File: config.mk
export PLATFORM = sky130hd
export DESIGN_NAME = control_unit
export DESIGN_NICKNAME = d
export VERILOG_FILES = /design/src/rtl/control_unit.sv
export SDC_FILE = /design/constraint.sdc
export NUM_CORES = 1
export LEC_CHECK = 0
export BUFFER_PORTS_ARGS = -buffer_cell sky130_fd_sc_hd__clkbuf_2
export CAP_MARGIN = 20
export CORE_UTILIZATION = 40
export DETAILED_ROUTE_END_ITERATION = 8
export GPL_ROUTABILITY_DRIVEN = 1
export GPL_TIMING_DRIVEN = 0
export PLACE_DENSITY = 0.83
export SYNTH_ARGS = -nofsm -noshare
export SYNTH_HDL_FRONTEND = slang
export SYNTH_SLANG_ARGS = --single-unit
File: constraint.sdc
create_clock -name cu_clk -period 2.32 [get_ports cu_clk]
set_input_delay 0.116 -clock cu_clk [delete_from_list [all_inputs] [get_ports cu_clk]]
set_output_delay 0.116 -clock cu_clk [all_outputs]
set_load 0.05 [all_outputs]
File: src/rtl/control_unit.sv
// control_unit: multicycle control FSM for the `cpu` datapath.
// Accepts one 32-bit RV64 instruction per valid/ready handshake while idle and
// steps it through DECODE, EXECUTE, MEMORY and WRITEBACK as needed.
// Ports:
//   cu_clk, cu_rst        clock, synchronous active-high reset
//   cu_instruction        instruction word, latched on handshake
//   cu_instr_valid/ready  instruction handshake (ready only in IDLE)
//   cu_alu_zero           datapath ALU zero flag (beq resolution)
//   cu_rf_*               register-file read/write addresses and write strobe
//   cu_immediate          sign-extended immediate, WORDSIZE bits
//   cu_mux_0/1/2_sel      ALU A source, ALU B source, writeback source
//   cu_alu_operation      000 add, 001 sub, 010 and, 011 or
//   cu_dm_write_en        data-memory write strobe
//   cu_branch_taken       beq taken pulse
//   cu_done, cu_illegal   end-of-instruction / unsupported-encoding pulses
module control_unit #(
    parameter int WORDSIZE = 64
) (
    input  logic                cu_clk,
    input  logic                cu_rst,
    input  logic [31:0]         cu_instruction,
    input  logic                cu_instr_valid,
    output logic                cu_instr_ready,
    input  logic                cu_alu_zero,
    output logic [4:0]          cu_rf_addr_a,
    output logic [4:0]          cu_rf_addr_b,
    output logic [4:0]          cu_rf_write_addr,
    output logic                cu_rf_write_en,
    output logic [WORDSIZE-1:0] cu_immediate,
    output logic                cu_mux_0_sel,
    output logic                cu_mux_1_sel,
    output logic                cu_mux_2_sel,
    output logic [2:0]          cu_alu_operation,
    output logic                cu_dm_write_en,
    output logic                cu_branch_taken,
    output logic                cu_done,
    output logic                cu_illegal
);

    typedef enum logic [2:0] {
        S_IDLE,
        S_DECODE,
        S_EXECUTE,
        S_MEMORY,
        S_WRITEBACK
    } state_t;

    state_t      state;
    logic [31:0] instr;

    logic [6:0] opcode;
    logic [2:0] funct3;
    logic [6:0] funct7;
    logic       is_load, is_store, is_addi, is_rtype, is_beq, is_legal;
    logic [2:0] alu_op;
    logic [WORDSIZE-1:0] imm;

    assign opcode = instr[6:0];
    assign funct3 = instr[14:12];
    assign funct7 = instr[31:25];

    // Instruction classification and per-class ALU op / immediate.
    always_comb begin
        is_load  = (opcode == 7'b0000011) && (funct3 == 3'b010 || funct3 == 3'b011);
        is_store = (opcode == 7'b0100011) && (funct3 == 3'b010 || funct3 == 3'b011);
        is_addi  = (opcode == 7'b0010011) && (funct3 == 3'b000);
        is_beq   = (opcode == 7'b1100011) && (funct3 == 3'b000);
        is_rtype = 1'b0;
        alu_op   = 3'b000;
        if (opcode == 7'b0110011) begin
            if (funct7 == 7'b0000000) begin
                unique case (funct3)
                    3'b000:  begin is_rtype = 1'b1; alu_op = 3'b000; end
                    3'b111:  begin is_rtype = 1'b1; alu_op = 3'b010; end
                    3'b110:  begin is_rtype = 1'b1; alu_op = 3'b011; end
                    default: is_rtype = 1'b0;
                endcase
            end else if (funct7 == 7'b0100000 && funct3 == 3'b000) begin
                is_rtype = 1'b1;
                alu_op   = 3'b001;
            end
        end
        if (is_beq) begin
            alu_op = 3'b001;
        end
        is_legal = is_load | is_store | is_addi | is_rtype | is_beq;

        imm = '0;
        if (is_load || is_addi) begin
            imm = {{(WORDSIZE-12){instr[31]}}, instr[31:20]};
        end else if (is_store) begin
            imm = {{(WORDSIZE-12){instr[31]}}, instr[31:25], instr[11:7]};
        end else if (is_beq) begin
            imm = {{(WORDSIZE-13){instr[31]}}, instr[31], instr[7],
                   instr[30:25], instr[11:8], 1'b0};
        end
    end

    always_ff @(posedge cu_clk) begin
        if (cu_rst) begin
            state <= S_IDLE;
            instr <= '0;
        end else begin
            unique case (state)
                S_IDLE: begin
                    if (cu_instr_valid) begin
                        instr <= cu_instruction;
                        state <= S_DECODE;
                    end
                end
                S_DECODE:    state <= is_legal ? S_EXECUTE : S_IDLE;
                S_EXECUTE: begin
                    if (is_load || is_store) state <= S_MEMORY;
                    else if (is_beq)         state <= S_IDLE;
                    else                     state <= S_WRITEBACK;
                end
                S_MEMORY:    state <= is_store ? S_IDLE : S_WRITEBACK;
                S_WRITEBACK: state <= S_IDLE;
                default:     state <= S_IDLE;
            endcase
        end
    end

    // Moore outputs from state and the latched word; only branch_taken
    // looks at an input (the ALU zero flag) during EXECUTE.
    always_comb begin
        cu_instr_ready   = 1'b0;
        cu_rf_addr_a     = '0;
        cu_rf_addr_b     = '0;
        cu_rf_write_addr = '0;
        cu_rf_write_en   = 1'b0;
        cu_immediate     = '0;
        cu_mux_0_sel     = 1'b0;
        cu_mux_1_sel     = 1'b0;
        cu_mux_2_sel     = 1'b0;
        cu_alu_operation = '0;
        cu_dm_write_en   = 1'b0;
        cu_branch_taken  = 1'b0;
        cu_done          = 1'b0;
        cu_illegal       = 1'b0;

        if (state == S_IDLE) begin
            cu_instr_ready = 1'b1;
        end else begin
            cu_rf_addr_a     = instr[19:15];
            cu_rf_addr_b     = instr[24:20];
            cu_rf_write_addr = instr[11:7];
            cu_immediate     = imm;
        end

        if (state == S_EXECUTE || state == S_MEMORY || state == S_WRITEBACK) begin
            cu_mux_1_sel     = is_rtype | is_beq;
            cu_alu_operation = alu_op;
        end

        unique case (state)
            S_DECODE: cu_illegal = ~is_legal;
            S_EXECUTE: begin
                if (is_beq) begin
                    cu_branch_taken = cu_alu_zero;
                    cu_done         = 1'b1;
                end
            end
            S_MEMORY: begin
                if (is_store) begin
                    cu_dm_write_en = 1'b1;
                    cu_done        = 1'b1;
                end
            end
            S_WRITEBACK: begin
                cu_mux_2_sel   = is_load;
                cu_rf_write_en = (instr[11:7] != 5'd0);
                cu_done        = 1'b1;
            end
            default: ;
        endcase
    end

endmodule

==> run metrics, run 1 <==
outcome=finished, final reports clean; Worst Max-Slew Pin Slew=0.501 ns; Hold Vio Cnt, Final=0; # setup viols final=0; flop-to-flop setup slack=roughly 0.52 ns; Worst Setup End Kind=primary output; remaining routing DRC violations=0; GRT busiest layer=met2; critical path arrival=approximately 2.1 ns; Post-synth EDFFs=0; crit-path max cell delay=about 0.35 ns; Area growth syn-to-layout=45.0%; kind of critical path=reg2out; CP startpoint=state[0]; Top FF cell, synth=dfxtp_1; WL final=approximately 6.3 mm; sequential fraction of the synthesis area=0.313; Mapped Area=~2200 um2; Max Cap Viol=0; Synth cell types=between 40 and 50; GP Congestion=around 0.85; initial DRC count=86; vias per inst=~4.6; Place WS=-0.260 ns; number of antenna diodes=0; Slew Limit Fails=0; Final WS setup=between 0.1 and 0.15 ns; Post-Route Utilization=0.621; Ys Warns=0; core area=approximately 5200 um2; Critical-path top delay cell=or3_1; Initial DRT Pass Iterations=4; GRT overflow=0; Worst R2R End=instr[4]; starting density of the core=0.428; row cnt=26; GRT met3 Usage=0.0607; hold buffers post-CTS=0; Avg Inst Size Synth=7.47 um2; antenna violations before repair=0; clock root cell=clkbuf_8; Via Count=roughly 2400; min-delay src=cu_instruction[22]; Total Nets Final=between 400 and 500; # port buffers=roughly 120; filler instances=roughly 460; Die X=a little under 80 um; largest net degree at the start of global routing=14; met1 usage=0.224; Critical Path Most Common Cell=buf_4; crit path to=cu_immediate[18]; Routed Antenna Nets=0; period utilization=0.956; TritonCTS Sinks=35; Clock Latency Late Sink=between 0.2 and 0.3 ns; Die ar.=5910 um2; first-pass GRT wire length=between 9 and 10 mm; average wire per standard cell=12.4 um; FF+latch count, synth=35; met2 Resource Use GR=0.377; slew margin rel.=0.661; crit-path max FO=13; Hold Worst Slack=between 0.04 and 0.05 ns; RR Startpoint=state[0]; Async SR Flop Fraction=0; GRT Total Usage=0.206; clk buf depth=2; ratio of cells with drive above 1 in the final layout=0.490; CTS tree=built; # IOs=127; worst clock skew=approximately 0.0063 ns; vias in the first global route=2114; CTS clock-pin slew for the worst setup and hold paths=roughly 0.070 ns; power per standard cell area=between 400 and 500 nW/um2; Pleak=1.67 nW; Critical Path Source Type=register; Mapped Cells=300; RSZ-0062 raised after global routing=yes; Final HPWL DP=4.42 mm; worst-path cell chain=buf_2 -> or3_1 -> buf_4 -> nand2_4 -> a21oi_2 -> buf_4 -> and2_4 -> buf_4 -> buf_4; Die Y=76.9 um; Num CTS Buffers=5; Peak supply drop=around 0.44 mV; FF-to-FF path depth=8; Final Critical Period=2.22 ns; max frequency=451 MHz; CP required=between 2 and 2.5 ns; # H-tree levels=2; type of the most critical hold path=in2reg
synthesized netlist by cell type, drive strengths merged (2+ instances only):
cell type   n  share of area
a22o        5          0.020
and3b       2         0.0078
nor2       11          0.018
a21oi      39          0.094
dfxtp      35           0.31
nor3        4         0.0089
nor2b       4          0.011
nor4        2         0.0056
and2       25          0.071
nand3b      2         0.0067
nor4b       4          0.018
o21ai       3         0.0067
buf        62           0.21
mux2i       2         0.0089
clkbuf      8          0.013
nand2      74           0.12
kinds of logic after synthesis:
logic type / after synthesis / synth area share
multiplexers: 2 / 0.00893
other: 1 / 0.00167
AO/OA/AOI/OAI: 55 / 0.152
buffers and inverters: 72 / 0.228
AND/OR/NAND/NOR: 135 / 0.296
flip-flops: 35 / 0.312
power by group:
part           internal (mW)  leakage [nW]  switching [mW]  total (mW)
Combinational         0.0888          1.34           0.135       0.224
Sequential             0.635         0.288          0.0326       0.667
Clock                  0.210        0.0422           0.209       0.419
area by class of cell:
| type | count | area, um2 | share of cell area |
|---|---|---|---|
| Multi-Input combinational cell | 198 | 1130 | 0.347 |
| Timing Repair Buffer | 125 | 741 | 0.228 |
| Sequential cell | 35 | 702 | 0.216 |
| Buffer | 69 | 502 | 0.154 |
| Tap cell | 70 | 87.6 | 0.0269 |
| Clock buffer | 7 | 76.3 | 0.0235 |
| Inverter | 2 | 8.76 | 0.00269 |
| Clock inverter | 1 | 5.00 | 0.00154 |
flip-flops by register name, indices dropped and copies added, names as in the netlist:
register  count
instr        32
state         3
cells in the final DEF (no fill, tap or decap), types with 2 or more instances in the layout:
cell / n
and3b_1: 2
and2_4: 6
buf_6: 5
nor2_1: 11
mux2i_1: 2
clkbuf_1: 9
clkinv_2: 2
conb_1: 2
dfxtp_1: 34
o21ai_1: 2
clkbuf_8: 5
nand2_1: 73
nor4b_1: 2
a21oi_2: 5
buf_2: 6
nor3_1: 3
a21oi_1: 34
and2_1: 23
buf_4: 87
clkbuf_4: 13
a22o_1: 5
nor4b_4: 2
nand3b_1: 2
nor4_1: 2
nor2b_1: 3
clkbuf_2: 75
per-stage QoR:
step | cells | TNS (ns) | area (um2) | total power [mW]
2_1_floorplan | 301 | 0 | 2250 | 0.822
3_3_place_gp | 494 | -8.76 | 2960 | 0.885
3_5_place_dp | 494 | -12.93 | 2960 | 0.891
4_1_cts | 508 | 0 | 3140 | 1.32
5_1_grt | 507 | -0.00979 | 3250 | 1.38
6_report | 507 | 0 | 3250 | 1.31
how the worst min path moves through the flow:
stage	endpoint	cells after the start
2_1_floorplan	instr[15]	2
3_3_place_gp	instr[23]	3
3_5_place_dp	instr[23]	3
4_1_cts	instr[23]	3
5_1_grt	instr[18]	3
6_report	instr[22]	3
worst max-delay path: cells and delay by family (launching register included):
family | cells | cell delay [ns]
AND/OR/NAND/NOR | 3 | 0.65
flip-flops | 1 | 0.29
AO/OA/AOI/OAI | 1 | 0.04
buffers and inverters | 5 | 0.82
per-layer routing:
metal  up-vias  part of all wire
met5         -                 0
met4         0             0.014
met3         7             0.085
met2       110              0.48
met1      1028              0.42
li1       1209                 -
timing repair:
action                     CTS  global route
setup endpoints to repair   63            63
cloned                       4             0
resized for setup           18           111
buffers inserted             2             0
pin swaps                    3             1
Note: power is estimated with default switching activity, not from simulation.
==> run 2: changes to the inputs <==
--- a/config.mk
+++ b/config.mk
@@ -7,11 +7,12 @@
 export LEC_CHECK = 0
 export BUFFER_PORTS_ARGS = -buffer_cell sky130_fd_sc_hd__clkbuf_2
 export CAP_MARGIN = 20
-export CORE_UTILIZATION = 40
+export CORE_UTILIZATION = 48
 export DETAILED_ROUTE_END_ITERATION = 8
 export GPL_ROUTABILITY_DRIVEN = 1
 export GPL_TIMING_DRIVEN = 0
-export PLACE_DENSITY = 0.83
+export PLACE_DENSITY = 0.92
+export SKIP_LAST_GASP = 1
 export SYNTH_ARGS = -nofsm -noshare
 export SYNTH_HDL_FRONTEND = slang
 export SYNTH_SLANG_ARGS = --single-unit
==> constraint.sdc (replaced) <==
create_clock -name cu_clk -period 2.85 [get_ports cu_clk]
set_input_delay 0.1425 -clock cu_clk [delete_from_list [all_inputs] [get_ports cu_clk]]
set_output_delay 0.1425 -clock cu_clk [all_outputs]
set_load 0.05 [all_outputs]
==> run metrics, run 2 (synthesized netlist as in run 1, its figures left out) <==
Gate power share=0.163 (-0.008); Largest Register=instr; Worst Setup End Kind=primary output; kind of critical path=reg2out; Routed Antenna Nets=0 (unchanged); row cnt=24 (-7.7%); clk buf depth=2 (unchanged); remaining routing DRC violations=0 (unchanged); core area=4410 um2 (-16%); Setup TNS=0 ns (unchanged); outcome=finished, final reports clean; initial DRC count=76 (-12%); power per standard cell area=358 nW/um2 (-11%); worst-path cell chain=buf_2 -> nor3_1 -> nand3b_1 -> a211oi_1 -> a22o_1 -> clkbuf_2; part of the power in registers=0.492 (-0.017); period utilization=0.894; flop-to-flop setup slack=1.03 ns (+0.51 ns); hold endpoint=instr[18]; type of the most critical hold path=in2reg; clock share of power=0.345 (+0.025); Final HPWL DP=4.30 mm (-2.6%); FF-to-FF path depth=8 (unchanged); Peak supply drop=0.340 mV (-22%); worst clock skew=0.0116 ns (+0.00527 ns); most common cell after layout, fill and taps aside=clkbuf_2; critical path arrival=2.41 ns (+0.31 ns); Final Critical Period=roughly 2.5 ns; crit-path max FO=9 (-4); CP startpoint=instr[13]; crit-path max cell delay=0.52 ns (+0.17 ns); vias per inst=4.89 (+5.4%); CTS clock-pin slew for the worst setup and hold paths=0.07 ns (about the same); Clock Latency Late Sink=0.29 ns (about the same); register area=701 um2 (-0.18%); max frequency=about 390 MHz; commonest cells after routing, fill and taps aside=123 x clkbuf_2, 74 x nand2_1, 54 x buf_4, 35 x dfxtp_1, 34 x a21oi_1; # port buffers=123 (unchanged); average wire per standard cell=11.8 um (-5.1%); min-delay src=cu_instruction[18]; Die Y=70.3 um (-8.5%); Pleak=1.60 nW (-4.1%); Via Count=2383 (+1.2%); CTS tree=built; clock root cell=clkbuf_8; filler instances=364 (-21%); RSZ-0062 raised after global routing=no; Buf/Inv on CP=2 (-3); GRT Total Usage=0.234 (+0.0276); Area growth syn-to-layout=36.1%; Num CTS Buffers=5 (unchanged); Initial DRT Pass Iterations=4 (unchanged); RR Startpoint=state[0]; Die X=70.3 um (-8.5%); Top Family by Delay on Critical Path=compound AO/OA/AOI/OAI gates; starting density of the core=0.508 (+0.0798); multi-input logic area=1060 um2 (-6.5%); first-pass GRT wire length=9.34 mm (-4.6%); Critical Path Source Type=register; Post-Place Cells=476 (-3.6%); antenna violations before repair=0 (unchanged); Worst Max-Slew Pin Slew=0.550 ns (+0.0494 ns); vias in the first global route=2082 (-1.5%); Max Cap Viol=0 (unchanged); WL final=5.74 mm (-8.8%); CP required=2.71 ns (+0.51 ns); Worst R2R End=instr[20]; Hold Path Depth=3 (unchanged); sw frac=0.285 (-0.00273); Critical-path top delay cell=a211oi_1; hold buffers post-CTS=0 (unchanged); Int Pwr=0.783 mW (-16%); Hold Vio Cnt, Final=0 (unchanged); largest registers=instr (32), state (3); WP depth=6 (-3); Die ar.=4950 um2 (-16%); # IOs=127 (unchanged); # H-tree levels=2 (unchanged); # setup viols final=0 (unchanged); Non-Filler Instances=487 (-3.9%); Total Nets Final=470 (-0.42%); max reg flops=32 (unchanged); number of antenna diodes=0 (unchanged); Slew Limit Fails=0 (unchanged); ratio of cells with drive above 1 in the final layout=0.471 (-0.0184); Psw=0.311 mW (-17%); TritonCTS Sinks=35 (unchanged); largest net degree at the start of global routing=27 (+13); slew margin rel.=0.631 (-0.0305); GP Congestion=0.914 (+6.9%); GRT overflow=0 (unchanged)
run 2: worst min-delay path: stages:
cell      delay, ns
clkbuf_2       0.08
nand2_1        0.04
a21oi_1        0.05
run 2: power by group through the flow:
stage / clock network, mW / logic, mW / registers (mW)
3_3_place_gp: 0 / 0.172 / 0.547
5_1_grt: 0.407 / 0.197 / 0.542
2_1_floorplan: 0 / 0.127 / 0.541
3_5_place_dp: 0 / 0.176 / 0.549
6_report: 0.377 / 0.178 / 0.538
4_1_cts: 0.387 / 0.177 / 0.538
run 2: how the worst max path moves through the flow:
stage | end | slack, ns
after floorplan | cu_done | 0.42
after global placement | cu_immediate[61] | 0.12
after detailed placement | cu_immediate[30] | 0.007
after CTS | cu_immediate[30] | 0.03
after global routing | cu_immediate[13] | 0.14
final | cu_immediate[1] | 0.30
run 2: what timing repair did:
action	CTS	global route
gates cloned	1	1
endpoints found under the setup margin	52	52
resized for setup	2	1
setup buffers	0	1
pin swaps	0	1
run 2: metal layers:
layer / track usage / part of all wire / vias to the layer above / wire length, um
met5: 0 / 0 / - / 0
met4: 0.0867 / 0.018 / 0 / 106
met3: 0.0664 / 0.086 / 10 / 491
met2: 0.403 / 0.49 / 116 / 2810
li1: - / - / 1206 / -
met1: 0.272 / 0.41 / 1051 / 2330
run 2: per-stage QoR:
| stage | area (um2) | util | worst slack [ns] | hold WS (ns) | total power, mW |
|---|---|---|---|---|---|
| after CTS | 3030 | 0.687 | 0.0301 | 0.0554 | 1.10 |
| after global placement | 2930 | 0.663 | 0.117 | 0.366 | 0.719 |
| after global routing | 3050 | 0.691 | 0.139 | 0.0665 | 1.15 |
| after floorplan | 2250 | - | 0.416 | 0.278 | 0.669 |
| after detailed placement | 2930 | 0.663 | 0.00703 | 0.373 | 0.724 |
| final | 3050 | 0.691 | 0.301 | 0.0613 | 1.09 |
run 2: layout make-up:
type	instances	share of cell area
buffer	70	0.165
clock buffer	7	0.0283
clock inverter	1	0.00287
inverter	2	0.00287
multi-input combinational	196	0.346
sequential	35	0.230
tap	52	0.0213
timing repair buffer	124	0.204
==> run 3: changes to the inputs <==
--- a/config.mk
+++ b/config.mk
@@ -7,11 +7,13 @@
 export LEC_CHECK = 0
 export BUFFER_PORTS_ARGS = -buffer_cell sky130_fd_sc_hd__clkbuf_2
 export CAP_MARGIN = 20
-export CORE_UTILIZATION = 48
+export CELL_PAD_IN_SITES_DETAIL_PLACEMENT = 0
+export CELL_PAD_IN_SITES_GLOBAL_PLACEMENT = 2
+export CORE_UTILIZATION = 24
 export DETAILED_ROUTE_END_ITERATION = 8
 export GPL_ROUTABILITY_DRIVEN = 1
 export GPL_TIMING_DRIVEN = 0
-export PLACE_DENSITY = 0.92
+export PLACE_DENSITY = 0.9
 export SKIP_LAST_GASP = 1
 export SYNTH_ARGS = -nofsm -noshare
 export SYNTH_HDL_FRONTEND = slang
==> run metrics, run 3 (synthesized netlist as in run 1, its figures left out) <==
worst-path cell chain=clkbuf_1 -> nor4b_1 -> o21ai_0 -> a21oi_2 -> and2_4 -> buf_4 -> clkbuf_2; initial DRC count=70 (-7.9%); type of the most critical hold path=in2reg; # H-tree levels=2 (unchanged); CTS tree=built; clk buf depth=2 (unchanged); Top Family by Delay on Critical Path=simple AND/OR/NAND/NOR gates; Initial DRT Pass Iterations=4 (unchanged); CTS clock-pin slew for the worst setup and hold paths=0.08 ns (about the same); antenna violations before repair=0 (unchanged); GRT Total Usage=0.133 (-0.101); Worst Max-Slew Pin Slew=0.576 ns (+0.0261 ns); first-pass GRT wire length=10.2 mm (+9.2%); # IOs=127 (unchanged); Clock Latency Late Sink=0.29 ns (about the same); outcome=finished, final reports clean; average wire per standard cell=11.7 um (-0.50%); vias per inst=4.22 (-14%); Largest Register=instr; commonest cells after routing, fill and taps aside=123 x clkbuf_2, 74 x nand2_1, 53 x buf_4, 35 x dfxtp_1, 34 x a21oi_1; Via Count=2284 (-4.2%); postcts setup bufs=0 (unchanged); # port buffers=123 (unchanged); ratio of cells with drive above 1 in the final layout=0.471 (about the same); max reg flops=32 (unchanged); critical path arrival=2.47 ns (+0.06 ns); remaining routing DRC violations=0 (unchanged); hold buffers post-CTS=0 (unchanged); most common cell after layout, fill and taps aside=clkbuf_2; Hold Vio Cnt, Final=0 (unchanged); GRT overflow=0 (unchanged); WL final=6.35 mm (+11%); Slew Limit Fails=0 (unchanged); starting density of the core=0.252 (-0.256); Pwr Total=1.19 mW (+8.9%); core area=8890 um2 (+100%); Critical Path Source Type=register; Place WS=-0.0133 ns (-0.0203 ns); Area growth syn-to-layout=39.6%; Worst Setup End Kind=primary output; Peak supply drop=0.169 mV (-50%); Die ar.=9730 um2 (+97%); Buf/Inv on CP=3 (+1); CP required=2.71 ns (about the same); crit-path max FO=26 (+17); Total Nets Final=468 (-0.43%); Final Critical Period=2.62 ns (+0.0682 ns); Pleak=1.60 nW (+0.23%); Hold Worst Slack=0.0626 ns (+0.00122 ns); vias in the first global route=2105 (+1.1%); RSZ-0062 raised after global routing=no; Final HPWL DP=4.96 mm (+15%); Max Cap Viol=0 (unchanged); kind of critical path=reg2out; Final WS setup=0.233 ns (-0.0682 ns); CTS resizes=3 (+1); Routed Antenna Nets=0 (unchanged); Post-Route Utilization=0.352 (-0.339); TritonCTS Sinks=35 (unchanged); slew margin rel.=0.613 (-0.0175); Die Y=98.7 um (+40%); largest net degree at the start of global routing=27 (unchanged); Die X=98.7 um (+40%); crit-path max cell delay=0.41 ns (-0.11 ns); GP Congestion=0.763 (-16%); clock root cell=clkbuf_8; period utilization=0.918 (+0.0239); max frequency=382 MHz (-2.6%); Num CTS Buffers=5 (unchanged); worst clock skew=0.00228 ns (-0.00932 ns); largest registers=instr (32), state (3); power per standard cell area=381 nW/um2 (+6.2%); row cnt=34 (+42%); number of antenna diodes=0 (unchanged); # setup viols final=0 (unchanged); Critical-path top delay cell=nor4b_1
-- run 3: layer usage --
| layer | global-route usage | vias up | wire length (um) |
|---|---|---|---|
| met2 | 0.225 | 102 | 2850 |
| met3 | 0.0255 | 8 | 384 |
| met1 | 0.169 | 976 | 3020 |
| li1 | - | 1198 | - |
| met5 | 0 | - | 0 |
| met4 | 0.0448 | 0 | 91 |
-- run 3: where the power goes --
group / switching, mW / total, mW / internal, mW
clock network: 0.190 / 0.474 / 0.283
registers: 0.0217 / 0.538 / 0.516
logic: 0.111 / 0.179 / 0.0686
-- run 3: per-stage QoR --
| step | instance area, um2 | setup TNS, ns | std cells |
|---|---|---|---|
| floorplan | 2250 | 0 | 301 |
| global placement | 3000 | 0 | 532 |
| detailed placement | 3000 | -0.176 | 532 |
| CTS | 3130 | 0 | 541 |
| global route | 3130 | 0 | 541 |
| finish | 3130 | 0 | 541 |
-- run 3: final timing paths --
check | from | to | slack [ns] | depth (start not counted)
worst min register to register | instr[15] | instr[15] | 0.46 | 2
worst max register to register | state[0] | instr[16] | 1.06 | 8
worst min-delay path | cu_instruction[17] | instr[17] | 0.06 | 3
worst max-delay path | instr[5] | cu_immediate[49] | 0.23 | 7
-- run 3: cell type report --
type,instances,area [um2]
inverter,2,8.76
tap,108,135
multi-input combinational,195,1050
buffer,70,503
sequential,35,701
fill,952,5760
clock inverter,2,35.0
timing repair buffer,123,616
clock buffer,6,82.6
-- run 3: worst reg2reg max path: stages, from the launching register on --
cell	delay, ns
dfxtp_1	0.31
buf_2	0.19
or3_1	0.13
buf_2	0.17
clkinv_2	0.10
nand2_1	0.17
clkbuf_1	0.40
nand2_1	0.13
a21oi_2	0.14
